`src/rtl/alu_pipe.sv`:
```
// Registered W-bit ALU with accumulator, compare flags and valid/ready on both sides.
// Latency: 1 cycle from accept to out_valid; a new word may be accepted on the same cycle the old result drains.
// Backpressure: in_ready = !out_valid || out_ready, so a stalled result holds every output and blocks input.
module alu_pipe #(
    parameter int W = 4
) (
    input  logic         clk,
    input  logic         rst,
    input  logic         in_valid,
    output logic         in_ready,
    input  logic [W-1:0] a,
    input  logic [W-1:0] b,
    input  logic [2:0]   op,
    output logic         out_valid,
    input  logic         out_ready,
    output logic [W-1:0] result,
    output logic         c_out,
    output logic         gt,
    output logic         eq,
    output logic         lt,
    output logic         zero,
    output logic [W-1:0] acc
);

    typedef enum logic [2:0] {
        OP_ADD     = 3'b000,
        OP_SUB     = 3'b001,
        OP_CMP     = 3'b010,
        OP_AND     = 3'b011,
        OP_OR      = 3'b100,
        OP_XOR     = 3'b101,
        OP_ACC_ADD = 3'b110,
        OP_ACC_CLR = 3'b111
    } op_e;

    logic         r_out_valid;
    logic [W-1:0] r_result;
    logic         r_c_out;
    logic         r_gt;
    logic         r_eq;
    logic         r_lt;
    logic [W-1:0] r_acc;

    logic         w_accept;
    logic [W:0]   w_add;
    logic [W:0]   w_sub;
    logic [W:0]   w_acc_add;
    logic [W-1:0] w_result;
    logic         w_c_out;
    logic         w_gt;
    logic         w_eq;
    logic         w_lt;
    logic         w_acc_wr;
    logic [W-1:0] w_acc_nxt;

    assign in_ready = !r_out_valid || out_ready;
    assign w_accept = in_valid && in_ready;

    // Carry is bit W of the (W+1)-bit sum; SUB carry of 1 means no borrow.
    assign w_add     = {1'b0, a} + {1'b0, b};
    assign w_sub     = {1'b0, a} + {1'b0, ~b} + (W+1)'(1);
    assign w_acc_add = {1'b0, r_acc} + {1'b0, b};

    always_comb begin
        w_result  = '0;
        w_c_out   = 1'b0;
        w_gt      = 1'b0;
        w_eq      = 1'b0;
        w_lt      = 1'b0;
        w_acc_wr  = 1'b0;
        w_acc_nxt = r_acc;
        case (op_e'(op))
            OP_ADD: begin
                w_result = w_add[W-1:0];
                w_c_out  = w_add[W];
            end
            OP_SUB: begin
                w_result = w_sub[W-1:0];
                w_c_out  = w_sub[W];
            end
            OP_CMP: begin
                w_gt = (a > b);
                w_eq = (a == b);
                w_lt = (a < b);
            end
            OP_AND: w_result = a & b;
            OP_OR:  w_result = a | b;
            OP_XOR: w_result = a ^ b;
            OP_ACC_ADD: begin
                w_result  = w_acc_add[W-1:0];
                w_c_out   = w_acc_add[W];
                w_acc_wr  = 1'b1;
                w_acc_nxt = w_acc_add[W-1:0];
            end
            OP_ACC_CLR: begin
                w_acc_wr  = 1'b1;
                w_acc_nxt = '0;
            end
            default: ;
        endcase
    end

    always_ff @(posedge clk) begin
        if (rst) begin
            r_out_valid <= 1'b0;
            r_result    <= '0;
            r_c_out     <= 1'b0;
            r_gt        <= 1'b0;
            r_eq        <= 1'b0;
            r_lt        <= 1'b0;
            r_acc       <= '0;
        end else if (w_accept) begin
            r_out_valid <= 1'b1;
            r_result    <= w_result;
            r_c_out     <= w_c_out;
            r_gt        <= w_gt;
            r_eq        <= w_eq;
            r_lt        <= w_lt;
            if (w_acc_wr) begin
                r_acc <= w_acc_nxt;
            end
        end else if (out_ready) begin
            r_out_valid <= 1'b0;
        end
    end

    assign out_valid = r_out_valid;
    assign result    = r_result;
    assign c_out     = r_c_out;
    assign gt        = r_gt;
    assign eq        = r_eq;
    assign lt        = r_lt;
    assign zero      = (r_result == '0);
    assign acc       = r_acc;

endmodule

```
`config.mk`:
```
export PLATFORM = sky130hd
export DESIGN_NAME = alu_pipe
export DESIGN_NICKNAME = d
export VERILOG_FILES = /design/src/rtl/alu_pipe.sv
export SDC_FILE = /design/constraint.sdc
export NUM_CORES = 1
export LEC_CHECK = 0
export CORE_ASPECT_RATIO = 0.7
export CORE_MARGIN = 4
export CORE_UTILIZATION = 50
export DETAILED_ROUTE_END_ITERATION = 8
export GPL_ROUTABILITY_DRIVEN = 0
export PLACE_DENSITY = 0.87
export SLEW_MARGIN = 5
export SYNTH_ARGS = -nofsm -noshare
export SYNTH_HDL_FRONTEND = slang
export SYNTH_SLANG_ARGS = --single-unit
```
`constraint.sdc`:
```
create_clock -name clk -period 6.5 [get_ports clk]
set_clock_uncertainty 0.2 [all_clocks]
set_input_delay 1.95 -clock clk [delete_from_list [all_inputs] [get_ports clk]]
set_output_delay 1.95 -clock clk [all_outputs]
set_load 0.1 [all_outputs]
```
==> flow_summary.toml <==
[cts]
cts.sinks = 13
clk_latency_ns = 0.28
clock_path_buffers = 2
postCtsResizedCells = 0
postCtsHoldBufs = 0
cts_inserted_buffers = 3
clk_pin_slew_ns = 0.07
root_buffer = "clkbuf_4"
htree_levels = 1
cts_setup_buffers = 0
cts_tree = "done"

[worst_setup_path]
r2r_setup_slack_ns = 4.55
r2r_end = "result[1]"
endpoint = "in_ready"
path_max_fanout = 7
critPathKind = "input port to output port"
worst-r2r-cell-count = 6
startpoint_type = "input port"
timing.critical_path.required_ns = 4.35
arrival_ns = 2.99
reg2reg_from = "acc[0]"
cp-startpoint = "out_ready"
setup.worst_path.end_class = "output port"

[sta]
fin_crit_ns = 5.14
tightest_slew_ns = 0.978
rsz0062_at_grt = "false"
period_share_pct = 79.1
slew_violations = 0
setup_viol = 0
fin_tns_setup_ns = 0
fmax_ghz = 0.195
relSlewSlack_pct = 34.6
final_hold_viol_count = 0

[routing]
via_per_inst = 5.80
dr.pass1.iters = 4
drt-wirelength-per-cell_um = 15.0
routed_wl_mm = 3.18
vias = 1230
drc_errors = 0
drtAntennaViolNets = 0
drt-initial-drc-count = 119

[die]
die_h_um = 50
boundaryPins = 30
initial_core_util_pct = 55.3
rows = 14
die_area_mm2 = 0.00340
core_mm2 = 0.00228
die_w_um = 68

[final_layout]
utilization_pct = 68.5
mostFrequentLayoutCells = "clkdlybuf4s50_1, inv_1, ha_1"
layout.nets = 216
layout.cells.most_common = "clkdlybuf4s50_1"
area_growth_pct = 23.7
antennaDiodeCount = 0
seq_area_um2 = 260
drive_gt1_share_pct = 6.67
multi_input_area_um2 = 873
nFillCells = 192

[yosys]
synth-edff-count = 0
ys_types = 45
async_flop_share_pct = 0
synthCells = 155
syn_nets = 190
ys_warn_count = 0
synth_ff_type = "dfxtp_1"
mappedNetlistArea_mm2 = 0.00126
synth-seq-cells = 13
ys_seq_area_share_pct = 20.7
avgSynthCellArea_um2 = 8.13

[global_routing]
grt_start_max_net_pins = 23
grt.overflow.total = 0
antenna_found_initial = 0
track_usage_pct = 19.4
grt_pass1_wl_mm = 5.09
grt_pass1_vias = 1095

[placed_design]
hpwl_mm = 2.55
io_buffers = 29

[status]
status = "finished, final reports clean"

[worst_hold_path]
hp-start = "gt"
worstHoldPathType = "register to register"

[flow_run]
maxCapViolations = 0

[power]
power_density_mw_per_mm2 = 161
peakVddDrop_uv = 124
power.leakage_nw = 0.639
==> power breakdown <==
group | internal [mW] | switching [mW]
clock network | 0.0238 | 0.0262
registers | 0.0832 | 0.00261
logic | 0.0378 | 0.0778
total | 0.145 | 0.107
==> state kept, by name, summed over array words and instances, names as in the netlist <==
signal,flops
eq,1
acc,4
gt,1
lt,1
out_valid,1
result,4
c_out,1
==> worst min-delay path by stage <==
stage,end,slack (ns),cells past startpoint
after floorplan,gt,0.68,2
after detailed placement,gt,0.25,2
after global placement,lt,0.24,2
after CTS,gt,0.26,2
final,gt,0.26,2
after global routing,gt,0.27,2
==> cell usage after synthesis, drive strengths merged, types with 2 or more instances <==
master   count  area [um2]
dfxtp       13         260
nor2b        2        12.5
a22oi        2        15.0
fa           3        60.1
nor2        13        48.8
or3          2        17.5
a211oi       2        15.0
o21ai        6        30.0
a21oi       13        65.1
nor3         7        35.0
o31ai        2        15.0
ha          17         213
inv         19        71.3
nand3        4        20.0
nor4         2        12.5
a21o         2        15.0
nand4        3        25.0
xnor2        3        26.3
buf          7        51.3
a2111oi      2        30.0
o211ai       3        22.5
nand2       11        41.3
==> final cells by class <==
| cell class | count | area share (%) |
|---|---|---|
| Clock buffer | 4 | 1.69 |
| Inverter | 19 | 4.57 |
| Multi-Input combinational cell | 115 | 56.0 |
| Sequential cell | 13 | 16.7 |
| Tap cell | 32 | 2.57 |
| Timing Repair Buffer | 29 | 18.5 |
==> kinds of logic after synthesis <==
logic type | count (synthesis) | share of synthesized area, %
XOR/XNOR | 4 | 2.78
buffers and inverters | 27 | 10.0
AND/OR/NAND/NOR | 50 | 20.6
adder cells (fa/ha/maj) | 20 | 21.6
AO/OA/AOI/OAI | 39 | 21.7
multiplexers | 2 | 2.58
flip-flops | 13 | 20.7
==> critical path, stage by stage <==
cell and delay, ns:
clkdlybuf4s50_1 0.45, nand2b_1 0.24, buf_4 0.34
==> per-stage QoR <==
step / instances / setup slack (ns) / hold WS [ns] / total power, mW / area, um2
global route: 212 / 1.31 / 0.273 / 0.265 / 1560
finish: 212 / 1.36 / 0.258 / 0.251 / 1560
detailed placement: 208 / 1.37 / 0.248 / 0.202 / 1530
floorplan: 155 / 0.653 / 0.682 / 0.172 / 1260
CTS: 212 / 1.35 / 0.259 / 0.251 / 1560
global placement: 208 / 1.39 / 0.241 / 0.198 / 1530
==> per-layer routing <==
| layer | wire [um] | GRT usage, % |
|---|---|---|
| met1 | 1360 | 26.6 |
| met2 | 1520 | 30.2 |
| met3 | 278 | 5.23 |
| met4 | 26 | 3.30 |
| met5 | 0 | 0 |
(Power assumes the default switching activity.)
